## src/rtl/mmio_delay_fifo.sv

```systemverilog
// Fixed-depth shift-register delay FIFO between the MMIO write decoder and read mux.
// Optional running-sum output enabled by defining MMIO_DELAY_FIFO_SUM_EN.
module mmio_delay_fifo #(
  parameter int unsigned WIDTH  = 64,
  parameter int unsigned DEPTH  = 4,
  parameter int unsigned DROP_W = 16,
  parameter int unsigned CW     = $clog2(DEPTH + 1)
) (
  input  logic              clk,
  input  logic              rst,
  input  logic              clr,
  input  logic              en,
  input  logic [WIDTH-1:0]  d,
  output logic [WIDTH-1:0]  q,
  output logic              q_valid,
  output logic [CW-1:0]     count,
  output logic              full,
  output logic [DROP_W-1:0] dropped
`ifdef MMIO_DELAY_FIFO_SUM_EN
  ,
  output logic [WIDTH+CW-1:0] sum
`endif
);

  localparam int unsigned SW = WIDTH + CW;

  logic [WIDTH-1:0] entry [DEPTH];
  logic [CW-1:0]    count_r;
  logic             full_r;

  // Shift chain: entry[0] takes the new word, entry[DEPTH-1] falls off when full
  always_ff @(posedge clk) begin
    if (rst || clr) begin
      for (int unsigned i = 0; i < DEPTH; i++) entry[i] <= '0;
    end else if (en) begin
      entry[0] <= d;
      for (int unsigned i = 1; i < DEPTH; i++) entry[i] <= entry[i-1];
    end
  end

  // Occupancy and drop status; full is kept as its own flop so outputs are register taps
  always_ff @(posedge clk) begin
    if (rst || clr) begin
      count_r <= '0;
      full_r  <= 1'b0;
      dropped <= '0;
    end else if (en) begin
      if (!full_r) begin
        count_r <= count_r + CW'(1);
        full_r  <= (count_r == CW'(DEPTH - 1));
      end else if (dropped != {DROP_W{1'b1}}) begin
        dropped <= dropped + DROP_W'(1);
      end
    end
  end

`ifdef MMIO_DELAY_FIFO_SUM_EN
  // Exact running sum of valid entries; SW bits cannot overflow for DEPTH words
  always_ff @(posedge clk) begin
    if (rst || clr) begin
      sum <= '0;
    end else if (en) begin
      sum <= sum + SW'(d) - (full_r ? SW'(entry[DEPTH-1]) : SW'(0));
    end
  end
`endif

  assign q       = entry[DEPTH-1];
  assign q_valid = full_r;
  assign full    = full_r;
  assign count   = count_r;

endmodule
```

## config.mk

```make
export PLATFORM = sky130hd
export DESIGN_NAME = mmio_delay_fifo
export DESIGN_NICKNAME = d
export VERILOG_FILES = /design/src/rtl/mmio_delay_fifo.sv
export SDC_FILE = /design/constraint.sdc
export NUM_CORES = 1
export LEC_CHECK = 0
export CAP_MARGIN = 20
export CORE_ASPECT_RATIO = 0.7
export CORE_MARGIN = 2
export CORE_UTILIZATION = 56
export CTS_CLUSTER_DIAMETER = 100
export CTS_CLUSTER_SIZE = 16
export DETAILED_ROUTE_END_ITERATION = 12
export HOLD_SLACK_MARGIN = 0.12
export PLACE_DENSITY = 0.86
export SLEW_MARGIN = 40
export SYNTH_ARGS = -nofsm -noshare
export SYNTH_HDL_FRONTEND = slang
export SYNTH_SLANG_ARGS = --single-unit
```

## constraint.sdc

```tcl
create_clock -name clk -period 16.8 [get_ports clk]
set_input_delay 3.36 -clock clk [delete_from_list [all_inputs] [get_ports clk]]
set_output_delay 3.36 -clock clk [all_outputs]
set_load 0.05 [all_outputs]
```

==> reports/qor.csv, run 1 <==
metric,value,unit
synth_cell_types,38,
switchingPower,0.271,mW
crit_type,in2reg,
diodes,0,
design_area,0.0128,mm2
cts.sinks,276,
endpoint_kind,flop,
power.density,103,mW/mm2
grt_max_degree,155,
finish.net_count,881,
synth_xor_area_frac,0.000831,
firstDrtPassIters,5,
finalSetupViolCount,0,
clock_skew,0.0126,ns
routed_via_density,5.57,
grt_antenna_before_repair,0,
cp_cell_sequence,clkdlybuf4s50_1 -> nor2_4 -> buf_6 -> buf_6 -> nand2_1 -> o31ai_1,
dp_cells,1023,
p_sw_frac,0.206,
fmax,0.193,GHz
met1_usage,0.227,
drive_above_1_share,0.0449,
critPathRequiredTime,17.20,ns
hpwl,10.4,mm
io_pins,153,
synth_mux_area_frac,0.000950,
final_max_slew_viol_count,0,
startpoint_type,primary input,
synth_compound_area_frac,0.0192,
fp.dieH,119,um
htree_levels,1,
rsz0062_at_grt,false,
synth_top_family_by_area,simple AND/OR/NAND/NOR gates,
arrival,5.59,ns
stdcell_count,1060,
met3_usage,0.0315,
hold_buffers,0,
num-fill-cells,1153,
die_w,168,um
slew_headroom,0.465,
crit_top_cell,buf_6,
seqPwrFrac,0.596,
top_usage_layer,met2,
core,0.0182,mm2
ys_ff_latch,276,
die_area,0.0199,mm2
grt_pass1_vias,5680,
port_buffers,152,
path_clk_slew,0.07,ns
setup_tns,0,ns
p_int,1.05,mW
crit_fanout,154,
drv_cap,0,
grtUsageTotal,0.173,
insertion_delay,0.48,ns
max_stage_delay,0.69,ns
fp-row-count,41,
synthSimpleGateAreaFrac,0.182,
syn-cell-area,0.0105,mm2
placed_area,0.0122,mm2
syn_avg_cell_area,15.3,um2
ir_drop,60.3,uV
use_met2,0.286,
synth_fa_ha_area_frac,0.00356,
hold_viol,0,
combPwrFrac,0.066,
clockBufferDepth,3,
cts_buffers,21,
drc,0,
power_frac_clock,0.338,
cts-root-buf,clkbuf_16,
drtIter0Drc,596,
avgRoutedWirePerCell,16.2,um
cts_setup_buffers,0,
layout_min_cycle_time,5.19,ns
gp_congestion,0.900,
fin_crit_sh,0.309,
cts_tree,built,
min_path_type,reg2reg,
start_util,0.578,
synth_cells,690,
seq_area_frac_synth,0.768,
synth_nets,761,
ant_nets,0,
grt_pass1_wl,28.0,mm
syn2layout_area_growth,21.5,%
worst_slew_pin_slew,0.803,ns
status,"finished, final reports clean",
route.vias.total,5903,
cts_resized,0,
cpMaxStageDelayCell,buf_6,
grt_overflow,0,
yosysWarningCount,0,
p_leak,5.71,nW
wl,17.2,mm
-- worst paths after layout --
check                                   from           end  slack [ns]  cells after the start
worst min-delay path            entry[1][63]  entry[2][63]        0.54                      1
worst max register to register    dropped[0]    dropped[3]       14.89                      5
worst max-delay path                     clr    dropped[1]       11.61                      6
worst min register to register  entry[1][63]  entry[2][63]        0.54                      1
-- Yosys cell counts --
cell type | n | area, um2
and3_1 | 256 | 1600
edfxtp_1 | 256 | 7690
clkbuf_1 | 58 | 218
dfxtp_1 | 20 | 400
a21oi_1 | 11 | 55.1
nor2_1 | 10 | 37.5
nand2_1 | 7 | 26.3
nor3_1 | 7 | 35.0
or3_1 | 7 | 43.8
inv_1 | 6 | 22.5
nand4_1 | 6 | 37.5
o31ai_1 | 5 | 37.5
o21ai_0 | 4 | 20.0
ha_1 | 3 | 37.5
nand3_1 | 3 | 15.0
or4_1 | 3 | 22.5
a31oi_1 | 2 | 12.5
and4_1 | 2 | 17.5
buf_4 | 2 | 15.0
o211a_1 | 2 | 20.0
o211ai_1 | 2 | 15.0
or2_2 | 2 | 12.5
a211oi_1 | 1 | 7.51
a31o_2 | 1 | 8.76
a41o_1 | 1 | 10.0
and2_1 | 1 | 6.26
and4b_1 | 1 | 10.0
buf_6 | 1 | 11.3
mux2i_1 | 1 | 10.0
nand2b_1 | 1 | 6.26
nand4_2 | 1 | 12.5
nor2b_1 | 1 | 6.26
nor4_1 | 1 | 6.26
nor4_2 | 1 | 12.5
o21a_1 | 1 | 7.51
o41ai_1 | 1 | 8.76
or3_4 | 1 | 11.3
xnor2_1 | 1 | 8.76
-- per-stage QoR --
stage	setup WS, ns	total power, mW	hold WS (ns)	util
3_3_place_gp	10.69	0.884	0.490	0.668
2_1_floorplan	6.96	0.855	0.528	-
5_1_grt	11.44	1.36	0.565	0.703
4_1_cts	11.51	1.33	0.546	0.702
3_5_place_dp	10.99	0.888	0.534	0.669
6_report	11.61	1.32	0.544	0.703
-- logic make-up after synthesis --
group / Yosys count
simple gates: 311
flops: 276
buf+inv: 67
compound gates: 31
fa+ha+maj: 3
xor+xnor: 1
mux: 1
-- cell usage in the layout, fill, tap and decap left out, drive strengths merged, types with 4 or more instances in the layout --
| master | n |
|---|---|
| a21oi | 11 |
| and3 | 256 |
| buf | 7 |
| clkbuf | 36 |
| clkdlybuf4s50 | 151 |
| dfxtp | 20 |
| edfxtp | 256 |
| inv | 6 |
| nand2 | 7 |
| nand4 | 7 |
| nor2 | 10 |
| nor3 | 7 |
| o21ai | 4 |
| o31ai | 5 |
| or3 | 8 |
-- power by group through the flow --
| stage | Sequential [mW] | Combinational, mW | Clock [mW] |
|---|---|---|---|
| after global placement | 0.800 | 0.0841 | 0 |
| after CTS | 0.786 | 0.0867 | 0.457 |
| final | 0.786 | 0.0867 | 0.446 |
| after floorplan | 0.829 | 0.0267 | 0 |
| after detailed placement | 0.801 | 0.0865 | 0 |
| after global routing | 0.788 | 0.0922 | 0.484 |
-- sequential cells by signal (all words and copies together), names as in the netlist --
register  cells
dropped      16
full          1
entry       256
count         3
-- final cells by class --
class,instances,area (um2),area share
inverter,6,22.5,0.00176
timing repair buffer,158,1600,0.125
clock buffer,36,582,0.0455
multi-input combinational,347,2190,0.171
sequential,276,8090,0.632
tap,236,295,0.0231
clock inverter,1,16.3,0.00127
-- routing by layer --
layer | vias up | share of wire
met5 | - | 0
met4 | 0 | 0.048
met3 | 54 | 0.048
met2 | 188 | 0.49
met1 | 2773 | 0.42
li1 | 2888 | -
-- critical path, delay by kind of cell --
kind                   cells  cell delay (ns)
AOI/OAI and AO/OA          1             0.22
buffers and inverters      3             1.64
and+or+nand+nor            2             0.28
Note: power is estimated with default switching activity, not from simulation.
==> run 2, diff against run 1 <==
--- a/config.mk
+++ b/config.mk
@@ -8,12 +8,12 @@
 export CAP_MARGIN = 20
 export CORE_ASPECT_RATIO = 0.7
 export CORE_MARGIN = 2
-export CORE_UTILIZATION = 56
+export CORE_UTILIZATION = 49
 export CTS_CLUSTER_DIAMETER = 100
 export CTS_CLUSTER_SIZE = 16
 export DETAILED_ROUTE_END_ITERATION = 12
 export HOLD_SLACK_MARGIN = 0.12
-export PLACE_DENSITY = 0.86
+export PLACE_DENSITY = 0.8
 export SLEW_MARGIN = 40
 export SYNTH_ARGS = -nofsm -noshare
 export SYNTH_HDL_FRONTEND = slang
==> constraint.sdc (replaced) <==
create_clock -name clk -period 4.7 [get_ports clk]
set_input_delay 0.94 -clock clk [delete_from_list [all_inputs] [get_ports clk]]
set_output_delay 0.94 -clock clk [all_outputs]
set_load 0.05 [all_outputs]
==> reports/qor.csv, run 2 (synthesized netlist as in run 1, its figures left out) <==
metric,value,unit,change
grt_max_degree,144,,-7.1%
cp-startpoint,dropped[11],,
hold_path_depth,2,,+1
drv_cap,0,,unchanged
fp-row-count,44,,+7.3%
layout_common_cells,"and3_1, edfxtp_1, clkdlybuf4s50_1",,
drc,0,,unchanged
largest_register,entry,,
stdcell_count,1106,,+4.3%
crit_type,reg2out,,
ir_drop,219,uV,+260%
hold_viol,0,,unchanged
cp_cell_sequence,clkdlybuf4s50_1,,
io_pins,153,,unchanged
start_util,0.504,,-0.0749
wl_met1,7.48,mm,+4.8%
avgRoutedWirePerCell,15.7,um,-3.1%
insertion_delay,0.49,ns,about the same
finalSetupViolCount,0,,unchanged
power.density,365,mW/mm2,+250%
worst_slew_pin_slew,0.797,ns,-0.00635 ns
grt_overflow,0,,unchanged
min_to,dropped[14],,
syn2layout_area_growth,23.4,%,
clock_skew,0.0123,ns,-0.000321 ns
post-route-util,0.621,,-0.0814
final_max_slew_viol_count,0,,unchanged
cp_num_buf_inv,1,,-2
ff2ff_setup_slack,2.76,ns,-12.13 ns
die_area,0.0227,mm2,+14%
path_clk_slew,0.07,ns,about the same
fin_crit_sh,0.591,,
placed_area,0.0124,mm2,+1.7%
grt_antenna_before_repair,0,,unchanged
grt_pass1_wl,27.8,mm,-0.66%
dp_cells,1069,,+4.5%
endpoint_kind,primary output,,
r2r_end,dropped[2],,
clockBufferDepth,3,,unchanged
setup_tns,0,ns,unchanged
hpwl,10.7,mm,+3.7%
routed_via_density,5.30,,-4.8%
cpMaxStageDelayCell,clkdlybuf4s50_1,,
cts_tree,built,,
grt_pass1_vias,5466,,-3.8%
route.vias.total,5861,,-0.71%
min_from,dropped[14],,
wl_met2,8.28,mm,-1.2%
cts_buffers,21,,unchanged
cts-root-buf,clkbuf_16,,
status,"finished, final reports clean",,
finalPower,4.75,mW,+260%
layout_min_cycle_time,2.78,ns,
p_leak,5.78,nW,+1.2%
hold_buffers,0,,unchanged
slew_headroom,0.464,,about the same
cts_resized,0,,unchanged
cts_setup_buffers,0,,unchanged
crit_family,buffers and inverters,,
rsz0062_at_grt,false,,
startpoint_type,flop,,
fmax,0.360,GHz,
port_buffers,152,,unchanged
dr_wl_met3,792,um,-3.1%
gp_congestion,0.856,,-4.9%
fp.dieH,127,um,+6.7%
arrival,1.84,ns,-3.75 ns
r2r-start,dropped[1],,
drtIter0Drc,545,,-8.6%
dr.max_layer_used,met4,,
crit_fanout,7,,-95%
rr_worst_depth,5,,unchanged
diodes,0,,unchanged
die_w,179,um,+6.7%
wl,17.4,mm,+1.1%
drive_above_1_share,0.0530,,+0.00811
critPathRequiredTime,3.76,ns,-13.44 ns
htree_levels,1,,unchanged
grtUsageTotal,0.153,,-0.0209
finish.net_count,887,,+0.68%
core,0.0209,mm2,+15%
design_area,0.0130,mm2,+1.6%
cts.sinks,276,,unchanged
ant_nets,0,,unchanged
min_path_type,reg2reg,,
largest_reg_flops,256,,unchanged
max_stage_delay,0.87,ns,+0.18 ns
firstDrtPassIters,5,,unchanged
[run 2: cell types whose count changed in the layout (fill, tap and decap cells not counted), sizes merged]
cell    delta
inv        +1
clkbuf     -1
buf        +6
[run 2: power breakdown]
group,internal [mW],total (mW),switching (mW)
registers,2.78,2.81,0.0240
clock network,0.847,1.62,0.770
logic,0.126,0.326,0.201
[run 2: worst max-delay path by stage]
stage | to | slack [ns] | depth (start not counted)
after floorplan | entry[0][0] | 1.13 | 3
after global placement | entry[0][52] | 1.62 | 3
after detailed placement | entry[1][48] | 1.70 | 4
after CTS | full | 1.92 | 1
after global routing | dropped[7] | 1.89 | 1
final | dropped[11] | 1.92 | 1
[run 2: cell type report]
| cell class | instances | area, um2 |
|---|---|---|
| Tap cell | 276 | 345 |
| Multi-Input combinational cell | 347 | 2190 |
| Fill cell | 1535 | 7930 |
| Clock buffer | 35 | 578 |
| Sequential cell | 276 | 8090 |
| Timing Repair Buffer | 164 | 1740 |
| Inverter | 6 | 22.5 |
| Clock inverter | 2 | 25.0 |
[run 2: per-layer routing]
| layer | vias up | global-route usage |
|---|---|---|
| met3 | 51 | 0.0222 |
| met1 | 2734 | 0.209 |
| met4 | 0 | 0.0712 |
| li1 | 2901 | - |
| met5 | - | 0 |
| met2 | 175 | 0.243 |
[run 2: per-stage QoR]
stage | hold WS [ns] | setup WS, ns
after global routing | 0.557 | 1.89
after detailed placement | 0.515 | 1.70
after CTS | 0.525 | 1.92
after global placement | 0.500 | 1.62
after floorplan | 0.528 | 1.13
final | 0.526 | 1.92
==> run 3, diff against run 2 <==
--- a/config.mk
+++ b/config.mk
@@ -8,12 +8,12 @@
 export CAP_MARGIN = 20
 export CORE_ASPECT_RATIO = 0.7
 export CORE_MARGIN = 2
-export CORE_UTILIZATION = 49
+export CORE_UTILIZATION = 54
 export CTS_CLUSTER_DIAMETER = 100
 export CTS_CLUSTER_SIZE = 16
 export DETAILED_ROUTE_END_ITERATION = 12
 export HOLD_SLACK_MARGIN = 0.12
-export PLACE_DENSITY = 0.8
+export PLACE_DENSITY = 0.83
 export SLEW_MARGIN = 40
 export SYNTH_ARGS = -nofsm -noshare
 export SYNTH_HDL_FRONTEND = slang
==> constraint.sdc (replaced) <==
create_clock -name clk -period 2.9 [get_ports clk]
set_input_delay 0.58 -clock clk [delete_from_list [all_inputs] [get_ports clk]]
set_output_delay 0.58 -clock clk [all_outputs]
set_load 0.05 [all_outputs]
==> reports/qor.csv, run 3 (synthesized netlist as in run 1, its figures left out) <==
metric,value,unit,change
ant_nets,0,,unchanged
p_leak,5.73,nW,-0.89%
clock_skew,0.0148,ns,+0.00244 ns
max_stage_delay,0.86,ns,about the same
start_util,0.554,,+0.0502
final_max_slew_viol_count,0,,unchanged
grt_pass1_wl,27.3,mm,-1.9%
place_ws,0.618,ns,-1.08 ns
stdcell_count,1089,,-1.5%
syn2layout_area_growth,22.2,%,
arrival,1.82,ns,-0.02 ns
drv_cap,0,,unchanged
hold_buffers,0,,unchanged
clockBufferDepth,3,,unchanged
cts-root-buf,clkbuf_16,,
die_area,0.0207,mm2,-9.0%
drtIter0Drc,526,,-3.5%
cts_buffers,21,,unchanged
largest_register,entry,,
dp_cells,1053,,-1.5%
slew_headroom,0.442,,-0.0228
io_pins,153,,unchanged
gp_congestion,0.866,,+1.2%
fmax,0.417,GHz,
crit_fanout,8,,+1
worst_slew_pin_slew,0.831,ns,+0.0339 ns
min_path_type,reg2reg,,
cts_resized,0,,unchanged
drive_above_1_share,0.0473,,-0.00574
layout_min_cycle_time,2.40,ns,
post-route-util,0.676,,+0.0552
crit_family,buffers and inverters,,
port_buffers,152,,unchanged
finalSetupViolCount,0,,unchanged
setup_tns,0,ns,unchanged
fin_crit_sh,0.828,,
hold_viol,0,,unchanged
path_clk_slew,0.07,ns,about the same
insertion_delay,0.48,ns,about the same
grt_antenna_before_repair,0,,unchanged
grtUsageTotal,0.165,,+0.0129
cts_setup_buffers,0,,unchanged
avgRoutedWirePerCell,15.8,um,+0.89%
fp-row-count,42,,-4.5%
wl,17.2,mm,-0.66%
firstDrtPassIters,7,,+2
route.vias.total,5845,,-0.27%
critPathRequiredTime,2.32,ns,-1.44 ns
finish.net_count,883,,-0.45%
status,"finished, final reports clean",,
die_w,171,um,-4.6%
ir_drop,333,uV,+52%
crit_type,reg2out,,
core,0.0190,mm2,-9.1%
setup_ws,0.499,ns,-1.42 ns
cp_cell_sequence,clkdlybuf4s50_1,,
diodes,0,,unchanged
routed_via_density,5.37,,+1.3%
wl_met2,8.45,mm,+2.0%
htree_levels,1,,unchanged
wl_met1,7.48,mm,about the same
fp.dieH,121,um,-4.6%
dr_wl_met3,837,um,+5.7%
rsz0062_at_grt,false,,
largest_reg_flops,256,,unchanged
placed_area,0.0123,mm2,-1.0%
endpoint_kind,primary output,,
layout_common_cells,"and3_1, edfxtp_1, clkdlybuf4s50_1",,
cp_num_buf_inv,1,,unchanged
cpMaxStageDelayCell,clkdlybuf4s50_1,,
design_area,0.0129,mm2,-0.98%
grt_max_degree,136,,-5.6%
power.density,595,mW/mm2,+63%
finalPower,7.66,mW,+61%
ff2ff_setup_slack,0.95,ns,-1.81 ns
hold_slack,0.530,ns,+0.00362 ns
cts.sinks,276,,unchanged
startpoint_type,flop,,
dr.max_layer_used,met4,,
grt_overflow,0,,unchanged
cts_tree,built,,
hpwl,10.3,mm,-4.1%
grt_pass1_vias,5360,,-1.9%
drc,0,,unchanged
run 3: cell type report:
cell class | count | area (um2)
clock buffers | 35 | 578
clock inverters | 1 | 16.3
fillers | 1363 | 6160
inverters | 6 | 22.5
multi-input cells | 347 | 2190
flip-flops and latches | 276 | 8090
well taps | 264 | 330
repair buffers | 160 | 1640
run 3: worst paths after layout:
path,cells after the start,endpoint,from
setup / recovery,1,dropped[7],dropped[7]
hold / removal,2,dropped[4],dropped[4]
setup reg to reg,5,dropped[3],dropped[0]
hold reg to reg,2,dropped[4],dropped[4]
run 3: power breakdown:
part | leakage [nW] | switching, mW | total [mW] | internal, mW
combinational | 2.31 | 0.321 | 0.512 | 0.190
sequential | 3.13 | 0.0389 | 4.55 | 4.51
clock | 0.282 | 1.23 | 2.60 | 1.37
total | 5.73 | 1.59 | 7.66 | 6.07
run 3: per-layer routing:
layer | up-vias | GRT usage
li1 | 2887 | -
met1 | 2757 | 0.226
met2 | 166 | 0.274
met3 | 35 | 0.0274
met4 | 0 | 0.0567
met5 | - | 0
